## src/rtl/rle_compress.sv

```systemverilog
// rle_compress: run-length encoder, byte stream in (MSB first) -> 3-bit run
// tokens {value, count[1:0]} out, framed by a work/done job handshake.
// Optional feature macro: RLE_COMPRESS_TOKCNT_EN adds a tok_count output that
// counts token transfers for the current job.
module rle_compress (
  input  logic        clk,
  input  logic        rst_n,
  input  logic        work,
  input  logic [31:0] len,
  input  logic [7:0]  in_byte,
  input  logic        in_valid,
  output logic        in_ready,
  output logic [2:0]  tok,
  output logic        tok_valid,
  input  logic        tok_ready,
  output logic [31:0] byteIndx,
  output logic [3:0]  bitIndx,
  output logic        done
`ifdef RLE_COMPRESS_TOKCNT_EN
  ,
  output logic [31:0] tok_count
`endif
);

  typedef enum logic [2:0] {IDLE, LOAD, SCAN, EMIT, FLUSH, DONE} state_t;

  state_t      state_q, state_d;
  logic [31:0] len_q, len_d;
  logic [31:0] bidx_q, bidx_d;
  logic [3:0]  bit_q, bit_d;
  logic [7:0]  byte_q, byte_d;
  logic        val_q, val_d;
  logic [1:0]  cnt_q, cnt_d;
  logic [2:0]  tok_q, tok_d;
  logic        tokv_q, tokv_d;
  logic        inrdy_q, inrdy_d;
  logic        done_q, done_d;
  logic        scan_bit;
  logic        consume;
`ifdef RLE_COMPRESS_TOKCNT_EN
  logic [31:0] tcnt_q, tcnt_d;
`endif

  // Next-state and next-output computation; every output is registered, so
  // each transition also sets the value the outputs take in the new state.
  always_comb begin
    state_d  = state_q;
    len_d    = len_q;
    bidx_d   = bidx_q;
    bit_d    = bit_q;
    byte_d   = byte_q;
    val_d    = val_q;
    cnt_d    = cnt_q;
    tok_d    = tok_q;
    tokv_d   = tokv_q;
    inrdy_d  = inrdy_q;
    done_d   = done_q;
    consume  = 1'b0;
    scan_bit = byte_q[bit_q[2:0]];
`ifdef RLE_COMPRESS_TOKCNT_EN
    tcnt_d   = tcnt_q + {31'd0, tokv_q & tok_ready};
`endif
    case (state_q)
      IDLE: begin
        if (work) begin
`ifdef RLE_COMPRESS_TOKCNT_EN
          tcnt_d = 32'd0;
`endif
          if (len != 32'd0) begin
            len_d   = len;
            bidx_d  = 32'd0;
            cnt_d   = 2'd0;
            inrdy_d = 1'b1;
            state_d = LOAD;
          end else begin
            done_d  = 1'b1;
            state_d = DONE;
          end
        end
      end
      LOAD: begin
        if (in_valid) begin
          byte_d  = in_byte;
          bit_d   = 4'd7;
          inrdy_d = 1'b0;
          state_d = SCAN;
        end
      end
      SCAN: begin
        if (cnt_q == 2'd0) begin
          val_d   = scan_bit;
          cnt_d   = 2'd1;
          consume = 1'b1;
        end else if (scan_bit == val_q && cnt_q != 2'd3) begin
          cnt_d   = cnt_q + 2'd1;
          consume = 1'b1;
        end else begin
          // run broken or full: emit it, the current bit is re-examined later
          tok_d   = {val_q, cnt_q};
          tokv_d  = 1'b1;
          state_d = EMIT;
        end
        if (consume) begin
          if (bit_q == 4'd0) begin
            if (bidx_q == len_q - 32'd1) begin
              tok_d   = {val_d, cnt_d};
              tokv_d  = (cnt_d != 2'd0);
              state_d = FLUSH;
            end else begin
              bidx_d  = bidx_q + 32'd1;
              inrdy_d = 1'b1;
              state_d = LOAD;
            end
          end else begin
            bit_d = bit_q - 4'd1;
          end
        end
      end
      EMIT: begin
        if (tok_ready) begin
          tokv_d  = 1'b0;
          cnt_d   = 2'd0;
          state_d = SCAN;
        end
      end
      FLUSH: begin
        // an empty final run has nothing to present and finishes directly
        if (!tokv_q || tok_ready) begin
          tokv_d  = 1'b0;
          cnt_d   = 2'd0;
          done_d  = 1'b1;
          state_d = DONE;
        end
      end
      DONE: begin
        if (!work) begin
          done_d  = 1'b0;
          state_d = IDLE;
        end
      end
      default: state_d = IDLE;
    endcase
  end

  // State and output registers with synchronous active-low reset
  always_ff @(posedge clk) begin
    if (!rst_n) begin
      state_q <= IDLE;
      len_q   <= 32'd0;
      bidx_q  <= 32'd0;
      bit_q   <= 4'd0;
      byte_q  <= 8'd0;
      val_q   <= 1'b0;
      cnt_q   <= 2'd0;
      tok_q   <= 3'd0;
      tokv_q  <= 1'b0;
      inrdy_q <= 1'b0;
      done_q  <= 1'b0;
`ifdef RLE_COMPRESS_TOKCNT_EN
      tcnt_q  <= 32'd0;
`endif
    end else begin
      state_q <= state_d;
      len_q   <= len_d;
      bidx_q  <= bidx_d;
      bit_q   <= bit_d;
      byte_q  <= byte_d;
      val_q   <= val_d;
      cnt_q   <= cnt_d;
      tok_q   <= tok_d;
      tokv_q  <= tokv_d;
      inrdy_q <= inrdy_d;
      done_q  <= done_d;
`ifdef RLE_COMPRESS_TOKCNT_EN
      tcnt_q  <= tcnt_d;
`endif
    end
  end

  assign in_ready  = inrdy_q;
  assign tok       = tok_q;
  assign tok_valid = tokv_q;
  assign byteIndx  = bidx_q;
  assign bitIndx   = bit_q;
  assign done      = done_q;
`ifdef RLE_COMPRESS_TOKCNT_EN
  assign tok_count = tcnt_q;
`endif

endmodule

```

## config.mk

```make
export PLATFORM = sky130hd
export DESIGN_NAME = rle_compress
export DESIGN_NICKNAME = d
export VERILOG_FILES = /design/src/rtl/rle_compress.sv
export SDC_FILE = /design/constraint.sdc
export NUM_CORES = 1
export LEC_CHECK = 0
export BUFFER_PORTS_ARGS = -buffer_cell sky130_fd_sc_hd__buf_2
export CORE_MARGIN = 3
export CORE_UTILIZATION = 58
export CTS_BUF_LIST = sky130_fd_sc_hd__clkbuf_8 sky130_fd_sc_hd__clkbuf_16
export DETAILED_ROUTE_END_ITERATION = 16
export PLACE_DENSITY = 0.87
export SLEW_MARGIN = 5
export SYNTH_ARGS = -nofsm -noshare
export SYNTH_HDL_FRONTEND = slang
export SYNTH_SLANG_ARGS = --single-unit
```

## constraint.sdc

```tcl
create_clock -name clk -period 3.6 [get_ports clk]
set_clock_uncertainty 0.1 [all_clocks]
set_input_delay 0.72 -clock clk [delete_from_list [all_inputs] [get_ports clk]]
set_output_delay 0.72 -clock clk [all_outputs]
set_load 0.02 [all_outputs]
```

==> summary.txt, run 1 <==
Run status
  • Status: completed

GRT
  • Initial antenna violation count: 0
  • Vias in the first global route: 5496
  • First-pass GRT wire length: 27000 um
  • GRT Total Usage: 29.5%
  • Maximum number of pins on one net before global-route repair: 49
  • GRT overflow: 0

Clock network
  • Clock transition at the registers of the reported paths: 0.10 ns
  • Post-CTS Hold Fix Bufs: 0
  • CTS tree: yes
  • Deepest clock path buffer count: 2
  • Clock sink count: 88
  • H-tree depth: 3
  • Root Buffer: clkbuf_8
  • CTS Buf Count: 9
  • Post-CTS Setup Bufs: 0
  • Insertion delay to the later sink of the worst-skew pair: 0.37 ns
  • Post-CTS Resized: 0

Placement
  • Port bufs: 86
  • RD Place Congestion: 0.985
  • Placed cell count: 887
  • DP HPWL: 12500 um
  • DP Area: 0.00637 mm2
  • Place WS: 0.167 ns

Yosys
  • EDFF count, synth: 0
  • Synth Instances: 689
  • Top FF cell, synth: dfxtp_1
  • FF+latch count, synth: 88
  • Number of library cell types mapped by synthesis: 75
  • Post-Syn Area: 0.00578 mm2
  • Sequential-to-total area share from yosys stat: 30.5%
  • Mapped Nets: 739
  • Async SR Flop Fraction: 0%
  • Ys Warns: 0
  • Post-Synthesis Mean Instance Area: 8.40 um2

Power and ir drop
  • Pleak: 2.52 nW
  • PD cells: 385 mW/mm2
  • VDD IR max: 0.298 mV

Routing
  • First-pass DRT Iterations: 5
  • WL final: 16400 um
  • DRC Markers: 0
  • Total number of vias: 5850
  • Wire length per cell: 18.2 um
  • Post-DRT Antenna Nets: 0
  • Number of DRC markers in iteration 0: 477
  • Via-to-Cell Ratio: 6.48

Cells and area
  • Layout cells sized above 1: 22.9%
  • NumNets Final: 819
  • Area occupied by registers: 0.00176 mm2
  • Fill count: 789
  • Area growth from synthesis to layout: 13.5%
  • Design Area, Final: 0.00656 mm2
  • Area of the multi-input gates: 0.00372 mm2
  • Final cell count without fillers: 903
  • ANT cells: 0

Hold path
  • Worst hold path class: register to register

Critical path
  • Worst EP required: 3.79 ns
  • WP buf/inv: 1
  • Crit start category: register
  • Kind of cell adding the most delay to the critical path: simple AND/OR/NAND/NOR gates
  • Worst path arrival time: 3.67 ns
  • CP Cell Sequence: or4_4 -> or4_1 -> a2111o_1 -> a22oi_1 -> and4_4 -> and4_4 -> buf_12 -> o41ai_1 -> a21oi_1
  • Worst path max stage delay: 0.56 ns
  • Cell mode on critical path: and4_4
  • Worst setup path class: register to register
  • Slowest stage cell, crit path: or4_4
  • CP endpoint kind: register
  • Critical Path Fanout Max: 24

Floorplan
  • CORE AREA: 0.00946 mm2
  • I/O pin count: 87
  • Die Span X: 106 um
  • Die area: 0.0112 mm2
  • Chip height: 106 um
  • Core Rows: 35
  • Initial Util: 61.2%

Timing
  • Final period util: 96.5%
  • Actual slew at the worst max-slew pin: 0.594 ns
  • Final TNS setup: 0 ns
  • Fin crit period: 3.47 ns
  • Fmax: 288 MHz
  • Headroom to the max-slew limit: 60.3%
  • RSZ-0062 raised after global routing: no
  • WHS: 0.374 ns
  • Final Setup Violations: 0
  • Final Max Slew Viols: 0
  • Final WS setup: 0.125 ns
  • Final hold viol count: 0

Flow run
  • Max cap viols: 0
cells by family after synthesis:
| kind of cell | count (synthesis) | synth area share [%] |
|---|---|---|
| adder cells (fa/ha/maj) | 5 | 1.08 |
| flip-flops | 88 | 30.5 |
| multiplexers | 38 | 7.03 |
| XOR/XNOR | 40 | 6.06 |
| AO/OA/AOI/OAI | 162 | 19.9 |
| AND/OR/NAND/NOR | 293 | 29.9 |
| buffers and inverters | 63 | 5.54 |
synth_stat cells, types with 3 or more instances:
| cell | instances | area share, % |
|---|---|---|
| nand2_1 | 51 | 3.3 |
| o31ai_1 | 21 | 2.7 |
| nor2_1 | 30 | 1.9 |
| a21boi_0 | 13 | 1.7 |
| o311ai_0 | 4 | 0.61 |
| nand4_2 | 3 | 0.65 |
| a31oi_1 | 3 | 0.32 |
| a21oi_2 | 12 | 1.8 |
| nor3_1 | 17 | 1.5 |
| or3_1 | 19 | 2.1 |
| o211a_1 | 3 | 0.52 |
| o21ai_0 | 22 | 1.9 |
| and3_1 | 11 | 1.2 |
| buf_6 | 5 | 0.97 |
| nand4_1 | 23 | 2.5 |
| o31a_1 | 3 | 0.45 |
| xor2_1 | 14 | 2.1 |
| ha_1 | 5 | 1.1 |
| and2_1 | 5 | 0.54 |
| a311oi_1 | 3 | 0.45 |
| buf_2 | 6 | 0.52 |
| a21oi_1 | 36 | 3.1 |
| dfxtp_1 | 88 | 30 |
| o41ai_1 | 3 | 0.45 |
| nor4_2 | 3 | 0.65 |
| a2111o_1 | 3 | 0.58 |
| nor2b_1 | 37 | 4.0 |
| inv_1 | 19 | 1.2 |
| o21ai_2 | 7 | 1.1 |
| or4_1 | 23 | 3.0 |
| and4_1 | 3 | 0.45 |
| o211ai_1 | 7 | 0.91 |
| nand3_1 | 28 | 2.4 |
| xnor2_1 | 26 | 3.9 |
| mux2i_1 | 35 | 6.1 |
| nor4_1 | 16 | 1.7 |
| clkbuf_1 | 30 | 1.9 |
layout make-up:
class,instances,area share (%)
clock buffers,9,1.89
clock inverters,7,0.934
inverters,19,1.09
multi-input cells,538,56.7
flip-flops and latches,88,26.9
well taps,129,2.46
repair buffers,113,10.0
through the flow:
step           total power, mW  utilization, %
2_1_floorplan             1.64               -
3_3_place_gp              1.83            67.3
3_5_place_dp              1.86            67.3
4_1_cts                   2.51            69.3
5_1_grt                   2.65            69.4
6_report                  2.53            69.4
metal layers:
metal,track usage (%),wire (um),up-vias
li1,-,-,2750
met1,37.7,6660,2778
met2,49.1,7950,275
met3,5.14,1310,47
met4,12.0,480,0
met5,0,0,-
placed cells by master (no fill, tap or decap), types with 14 or more instances in the layout:
cell type   n
dfxtp_1    87
nor4_1     15
nand2_1    51
xnor2_1    26
o31ai_1    21
a21oi_1    36
nor3_1     17
nand3_1    28
nor2b_1    37
o21ai_0    22
xor2_1     14
inv_1      19
nand4_1    23
buf_4      25
nor2_1     30
mux2i_1    35
or4_1      23
or3_1      18
buf_2      86
state kept, by name, indices dropped and copies added (netlist names):
name       count
done           1
val_q          1
tok_valid      1
byteIndx      32
byte_q         8
in_ready       1
bitIndx        4
cnt_q          2
tok            3
state_q        3
len_q         32
worst paths after layout:
| kind | startpoint | endpoint | slack (ns) | cells after the start |
|---|---|---|---|---|
| hold / removal | byte_q[2] | byte_q[2] | 0.37 | 2 |
| setup / recovery | len_q[20] | byteIndx[6] | 0.13 | 9 |
| hold reg to reg | byte_q[2] | byte_q[2] | 0.37 | 2 |
| setup reg to reg | len_q[20] | byteIndx[6] | 0.13 | 9 |
report_power, final:
group / internal [mW] / switching (mW)
combinational: 0.311 / 0.436
clock: 0.264 / 0.399
sequential: 1.03 / 0.0874
total: 1.60 / 0.923
worst min-delay path, stage by stage, from the launching register on:
cell and delay [ns]:
dfxtp_1 0.32, nand2_1 0.05, a21boi_0 0.06
Power figures use the tool's default switching activity.
==> run 2, diff against run 1 <==
--- a/config.mk
+++ b/config.mk
@@ -6,11 +6,12 @@
 export NUM_CORES = 1
 export LEC_CHECK = 0
 export BUFFER_PORTS_ARGS = -buffer_cell sky130_fd_sc_hd__buf_2
+export CORE_ASPECT_RATIO = 0.7
 export CORE_MARGIN = 3
-export CORE_UTILIZATION = 58
+export CORE_UTILIZATION = 52
 export CTS_BUF_LIST = sky130_fd_sc_hd__clkbuf_8 sky130_fd_sc_hd__clkbuf_16
 export DETAILED_ROUTE_END_ITERATION = 16
-export PLACE_DENSITY = 0.87
+export PLACE_DENSITY = 0.83
 export SLEW_MARGIN = 5
 export SYNTH_ARGS = -nofsm -noshare
 export SYNTH_HDL_FRONTEND = slang
==> constraint.sdc (replaced) <==
create_clock -name clk -period 3.01 [get_ports clk]
set_clock_uncertainty 0.1 [all_clocks]
set_input_delay 0.602 -clock clk [delete_from_list [all_inputs] [get_ports clk]]
set_output_delay 0.602 -clock clk [all_outputs]
set_load 0.02 [all_outputs]
==> run 2 against run 1 <==
Effect of this change: the run now ends with setup timing left; first-iteration DRC count up 27%; setup slack lost 0.20 ns; critical endpoint unchanged; register-to-register slack worse by 0.20 ns; sequential cell count unchanged; combinational power up 47%; worst hold slack lost 0.0041 ns; final cell count up 7.8%; sequential power is 17% higher; sequential share of layout area decreased by 2.5 points; largest power group unchanged; global-route usage shrank 0.75 points.
==> summary.txt, run 2 (synthesis gave the netlist of run 1 again) <==
Run status
  • Status: finished with violations
  • Failing checks: setup timing

Cells and area
  • NumNets Final: 870 (+6.2%)
  • Commonest cells after routing, fill and taps aside: buf_2, dfxtp_1, buf_4, nand2_1, nor2b_1
  • Area occupied by registers: 0.00177 mm2 (+0.28%)
  • Design Area, Final: 0.00726 mm2 (+11%)
  • Area of the multi-input gates: 0.00388 mm2 (+4.3%)
  • Fill count: 867 (+9.9%)
  • Core Util, Final: 68.6% (-0.79 points)
  • ANT cells: 0 (unchanged)
  • Layout cells sized above 1: 30.7% (+7.8 points)
  • Area growth from synthesis to layout: 25.6%
  • Commonest non-fill, non-tap cell in the layout: buf_2

Floorplan
  • Die area: 0.0124 mm2 (+11%)
  • Core Rows: 31 (-11%)
  • I/O pin count: 87 (unchanged)
  • CORE AREA: 0.0106 mm2 (+12%)
  • Initial Util: 54.6% (-6.5 points)
  • Chip height: 94.2 um (-11%)
  • Die Span X: 132 um (+25%)

Routing
  • Wire length per cell: 18.5 um (+1.8%)
  • WL final: 18000 um (+9.7%)
  • Post-DRT Antenna Nets: 0 (unchanged)
  • Total number of vias: 6074 (+3.8%)
  • First-pass DRT Iterations: 6 (+1)
  • Via-to-Cell Ratio: 6.24 (-3.6%)
  • Number of DRC markers in iteration 0: 604 (+27%)
  • DRC Markers: 0 (unchanged)

Flow run
  • Max cap viols: 0 (unchanged)

Clock network
  • Deepest clock path buffer count: 2 (unchanged)
  • CTS tree: yes
  • H-tree depth: 3 (unchanged)
  • Clock sink count: 88 (unchanged)
  • CTS Buf Count: 9 (unchanged)
  • Clock transition at the registers of the reported paths: 0.07 ns (-0.03 ns)
  • Post-CTS Hold Fix Bufs: 0 (unchanged)
  • Insertion delay to the later sink of the worst-skew pair: 0.35 ns (-0.02 ns)
  • Root Buffer: clkbuf_16

Timing
  • Headroom to the max-slew limit: 54.6% (-5.7 points)
  • Final TNS setup: -0.730 ns (-0.730 ns)
  • Final WS setup: -0.0771 ns (-0.202 ns)
  • Final Max Slew Viols: 0 (unchanged)
  • Final hold viol count: 0 (unchanged)
  • Final period util: 103% (+6.0 points)
  • RSZ-0062 raised after global routing: yes
  • Actual slew at the worst max-slew pin: 0.679 ns (+0.0848 ns)
  • Final Setup Violations: 24 (+24)
  • Fin crit period: 3.09 ns (-0.388 ns)
  • Fmax: 324 MHz (+13%)

GRT
  • Maximum number of pins on one net before global-route repair: 40 (-18%)
  • First-pass GRT wire length: 28900 um (+7.2%)
  • Vias in the first global route: 5729 (+4.2%)
  • GRT Total Usage: 28.7% (-0.75 points)
  • GRT overflow: 0 (unchanged)
  • Initial antenna violation count: 0 (unchanged)

Critical path
  • Worst EP required: 3.13 ns (-0.66 ns)
  • CP endpoint kind: register
  • WP buf/inv: 1 (unchanged)
  • Crit start category: register
  • Slowest stage cell, crit path: or4b_4
  • Worst path arrival time: 3.20 ns (-0.47 ns)
  • CP Cell Sequence: nor4_4 -> nand4_4 -> or3_4 -> or4b_4 -> a21oi_4 -> and4_4 -> buf_12 -> or4b_1 -> a21oi_1
  • Worst path max stage delay: 0.52 ns (-0.04 ns)
  • Worst setup path class: register to register
  • Kind of cell adding the most delay to the critical path: simple AND/OR/NAND/NOR gates
  • Critical Path Fanout Max: 34 (+42%)

Placement
  • Port bufs: 86 (unchanged)
  • DP HPWL: 13600 um (+8.6%)
  • DP Area: 0.00680 mm2 (+6.7%)
  • Place WS: -0.117 ns (-0.284 ns)
  • RD Place Congestion: 1.01 (+2.2%)

Power and ir drop
  • PD cells: 489 mW/mm2 (+27%)
  • VDD IR max: 0.335 mV (+12%)
  • Pleak: 2.87 nW (+14%)
  • Pwr Total: 3.55 mW (+40%)

Hold path
  • Worst hold path class: register to register
## run 2: cell count changes in the layout (fill, tap and decap cells not counted), sizes merged
| cell | before | now |
|---|---|---|
| clkinvlp | 2 | 0 |
| clkbuf | 9 | 10 |
| clkinv | 1 | 5 |
| buf | 113 | 163 |
| bufinv | 0 | 1 |
| inv | 23 | 20 |
## run 2: metal layers
layer	global-route usage (%)	share of wire, %	up-vias	routed length [um]
met5	0	0	-	0
met4	9.44	2.3	0	418
met3	5.78	8.5	39	1520
li1	-	-	2862	-
met2	44.7	44	287	7830
met1	39.9	46	2886	8210
## run 2: metrics by stage
step           hold WS, ns  cells
4_1_cts              0.375    970
5_1_grt              0.397    973
3_5_place_dp         0.365    952
6_report             0.369    973
2_1_floorplan        0.340    689
3_3_place_gp         0.348    952
## run 2: cell type report
type | count | area share, %
clock buffer | 9 | 3.10
clock inverter | 7 | 0.982
inverter | 19 | 0.982
multi-input combinational | 538 | 53.5
sequential | 88 | 24.3
tap | 148 | 2.55
timing repair buffer | 164 | 14.6
## run 2: tightest hold or removal path, cell delays in order (launching register included)
cell and delay, ns:
dfxtp_1 0.31, nand2_1 0.05, a21boi_0 0.06
## run 2: repair_timing
action / in CTS / in global routing
buffers inserted: 2 / 3
setup endpoints to repair: 36 / 39
gates resized for setup: 16 / 17
hold endpoints to repair: 0 / 0
pin swaps: 3 / 7
## run 2: power breakdown
| part | total, mW | internal (mW) | switching, mW |
|---|---|---|---|
| sequential | 1.31 | 1.23 | 0.0816 |
| combinational | 1.10 | 0.480 | 0.619 |
| clock | 1.14 | 0.645 | 0.492 |
## run 2: final timing paths
kind / slack [ns] / to / depth (start not counted) / startpoint
worst min register to register: 0.37 / byte_q[0] / 2 / byte_q[0]
worst max-delay path: -0.08 / byteIndx[6] / 9 / len_q[11]
worst max register to register: -0.08 / byteIndx[6] / 9 / len_q[11]
worst min-delay path: 0.37 / byte_q[0] / 2 / byte_q[0]
==> run 3, diff against run 2 <==
--- a/config.mk
+++ b/config.mk
@@ -5,13 +5,14 @@
 export SDC_FILE = /design/constraint.sdc
 export NUM_CORES = 1
 export LEC_CHECK = 0
+export ABC_AREA = 1
 export BUFFER_PORTS_ARGS = -buffer_cell sky130_fd_sc_hd__buf_2
 export CORE_ASPECT_RATIO = 0.7
 export CORE_MARGIN = 3
-export CORE_UTILIZATION = 52
+export CORE_UTILIZATION = 53
 export CTS_BUF_LIST = sky130_fd_sc_hd__clkbuf_8 sky130_fd_sc_hd__clkbuf_16
 export DETAILED_ROUTE_END_ITERATION = 16
-export PLACE_DENSITY = 0.83
+export PLACE_DENSITY = 0.84
 export SLEW_MARGIN = 5
 export SYNTH_ARGS = -nofsm -noshare
 export SYNTH_HDL_FRONTEND = slang
==> run 3 against run 2 <==
Effect of this change: core utilization decreased by 3.4 points; the run now ends clean; global-route usage rose by 1.2 points; setup slack gained 0.32 ns; critical path depth grew 9; via count is 13% higher; highest routed layer unchanged.
==> summary.txt, run 3 <==
Run status
  • Status: completed

Cells and area
  • Commonest cells after routing, fill and taps aside: nand2_1, nor2_1, inv_1, dfxtp_1, buf_2
  • Area growth from synthesis to layout: 15.8%
  • Fill count: 1033 (+19%)
  • Area occupied by registers: 0.00176 mm2 (-0.35%)
  • NumNets Final: 1124 (+29%)
  • Commonest non-fill, non-tap cell in the layout: nand2_1
  • ANT cells: 0 (unchanged)
  • Area of the multi-input gates: 0.00378 mm2 (-2.7%)
  • Core Util, Final: 65.1% (-3.4 points)
  • Layout cells sized above 1: 14.2% (-16 points)

GRT
  • First-pass GRT wire length: 30600 um (+5.9%)
  • GRT overflow: 0 (unchanged)
  • Initial antenna violation count: 0 (unchanged)
  • GRT Total Usage: 29.9% (+1.2 points)
  • Vias in the first global route: 6040 (+5.4%)
  • Maximum number of pins on one net before global-route repair: 34 (-15%)

Clock network
  • H-tree depth: 3 (unchanged)
  • Root Buffer: clkbuf_16
  • Clock transition at the registers of the reported paths: 0.06 ns (about the same)
  • Deepest clock path buffer count: 2 (unchanged)
  • Insertion delay to the later sink of the worst-skew pair: 0.34 ns (about the same)
  • CTS tree: yes
  • CTS Buf Count: 9 (unchanged)
  • Clock sink count: 88 (unchanged)

Power and ir drop
  • PD cells: 648 mW/mm2 (+33%)
  • VDD IR max: 0.397 mV (+19%)
  • Pleak: 3.06 nW (+6.6%)
  • Pwr Total: 4.54 mW (+28%)

Timing
  • Fmax: 362 MHz (+12%)
  • WHS: 0.369 ns (-0.000314 ns)
  • Final Setup Violations: 0 (-100%)
  • Final TNS setup: 0 ns (+0.730 ns)
  • RSZ-0062 raised after global routing: no
  • Actual slew at the worst max-slew pin: 0.990 ns (+0.311 ns)
  • Final hold viol count: 0 (unchanged)
  • Headroom to the max-slew limit: 33.6% (-21 points)
  • Fin crit period: 2.76 ns (-0.324 ns)
  • Final WS setup: 0.247 ns (+0.324 ns)
  • Final period util: 91.8% (-11 points)
  • Final Max Slew Viols: 0 (unchanged)

Yosys
  • Async SR Flop Fraction: 0% (unchanged)
  • Top FF cell, synth: dfxtp_1
  • EDFF count, synth: 0 (unchanged)
  • Top cells by area, synth: dfxtp_1, nand2_1, nor2_1
  • Top cells by count, synth: nand2_1, nor2_1, inv_1
  • Sequential-to-total area share from yosys stat: 29.1% (-1.3 points)
  • Top cell type's share of synthesized area: 29.1% (-1.3 points)
  • Ys Warns: 0 (unchanged)
  • Post-Synthesis Mean Instance Area: 6.05 um2 (-28%)
  • Yosys top cell by area: dfxtp_1
  • Synth Instances: 999 (+45%)
  • Mapped Nets: 1049 (+42%)
  • FF+latch count, synth: 88 (unchanged)
  • Number of library cell types mapped by synthesis: 33 (-56%)
  • Most frequent cell after synthesis: nand2_1
  • Post-Syn Area: 0.00605 mm2 (+4.5%)

Routing
  • Number of DRC markers in iteration 0: 703 (+16%)
  • Highest routed layer: met4
  • Metal3 WL: 2010 um (+32%)
  • Wire length per cell: 15.5 um (-16%)
  • Post-DRT Antenna Nets: 0 (unchanged)
  • WL met2: 7640 um (-2.5%)
  • Total number of vias: 6863 (+13%)
  • Via-to-Cell Ratio: 5.59 (-10%)
  • DRC Markers: 0 (unchanged)
  • Routed met1 length: 9130 um (+11%)
  • First-pass DRT Iterations: 5 (-1)
  • WL final: 19000 um (+5.8%)

Critical path
  • Crit start category: register
  • Cell mode on critical path: nand2_1
  • Worst EP required: 3.15 ns (+0.02 ns)
  • Critical Path Fanout Max: 16 (-53%)
  • Slowest stage cell, crit path: dfxtp_1
  • Worst path max stage delay: 0.33 ns (-0.19 ns)
  • Worst path arrival time: 2.90 ns (-0.30 ns)
  • CP endpoint kind: register
  • CP Cell Sequence: inv_2 -> ha_1 -> nand2_2 -> nor2_4 -> nand2_2 -> o21ai_1 -> nand2_1 -> inv_1 -> nand2_1 -> nor2_1 -> nand2_1 -> nor2_4 -> nand2_1 -> inv_2 -> nand2_4 -> nand2_4 -> nand2_1 -> a21oi_1
  • Setup crit start: len_q[0]
  • Worst setup path class: register to register
  • Reg-to-reg startpoint: len_q[0]
  • WP buf/inv: 3 (+2)
  • Kind of cell adding the most delay to the critical path: simple AND/OR/NAND/NOR gates

Placement
  • Place WS: 0.175 ns (+0.291 ns)
  • Port bufs: 86 (unchanged)
  • DP HPWL: 14300 um (+5.2%)
  • RD Place Congestion: 0.992 (-1.4%)

Hold path
  • Worst hold path class: register to register
  • Worst hold start: in_ready

Floorplan
  • CORE AREA: 0.0107 mm2 (+1.5%)
  • Initial Util: 56.3% (+1.6 points)
  • Die Span X: 134 um (+1.2%)
  • I/O pin count: 87 (unchanged)
  • Core Rows: 31 (unchanged)
  • Chip height: 95.4 um (+1.2%)
  • Die area: 0.0127 mm2 (+2.4%)

Flow run
  • Max cap viols: 0 (unchanged)
==> run 3: changes by cell type in the layout (fill, tap and decap cells not counted), moves of 22 or more <==
cell     previous run  this run
or4_1              22         0
o21ai_0            19        43
nand3_1            28        83
nand2_1            51       238
a21oi_1            34        83
mux2i_1            35         0
nor2b_1            37         0
inv_1              17        93
buf_4              74        14
nor2_1             29       164
==> run 3: layer usage <==
| metal | vias to the layer above | GRT usage [%] |
|---|---|---|
| met4 | 0 | 6.42 |
| met1 | 3109 | 45.6 |
| li1 | 3373 | - |
| met2 | 363 | 43.6 |
| met5 | - | 0 |
| met3 | 18 | 5.59 |
==> run 3: area by class of cell <==
type / instances / area share, %
inverter: 102 / 5.47
tap: 148 / 2.65
sequential: 88 / 25.2
multi-input combinational: 769 / 54.0
clock inverter: 5 / 0.465
timing repair buffer: 104 / 8.67
clock buffer: 11 / 3.61
==> run 3: final timing paths <==
check / endpoint / slack, ns / cells after the start
max reg2reg: byteIndx[26] / 0.25 / 18
max: byteIndx[26] / 0.25 / 18
min reg2reg: in_ready / 0.37 / 2
min: in_ready / 0.37 / 2
==> run 3: per-stage QoR <==
stage,area [um2],std cells
after floorplan,6050,999
after global placement,6620,1208
after detailed placement,6620,1208
after CTS,6900,1224
after global routing,7000,1227
final,7000,1227
==> run 3: tightest hold or removal path, cell delays in order, from the launching register on <==
cell and delay, ns:
dfxtp_1 0.32, inv_1 0.05, a21oi_1 0.05
==> run 3: power breakdown <==
group	internal (mW)	leakage (nW)	switching, mW
combinational	0.624	2.20	1.37
sequential	1.30	0.717	0.168
clock	0.604	0.145	0.470
total	2.53	3.06	2.01
==> run 3: what timing repair did <==
action / in CTS / in global routing
gates resized for setup: 0 / 16
setup buffers: 0 / 2
endpoints found under the setup margin: 0 / 34
hold buffers: 0 / 0
==> run 3: logic make-up after synthesis <==
group | after synthesis | share of synthesized area, %
simple gates | 570 | 40.8
compound gates | 139 | 11.8
fa+ha+maj | 5 | 1.03
flops | 88 | 29.1
buf+inv | 143 | 9.44
xor+xnor | 54 | 7.82
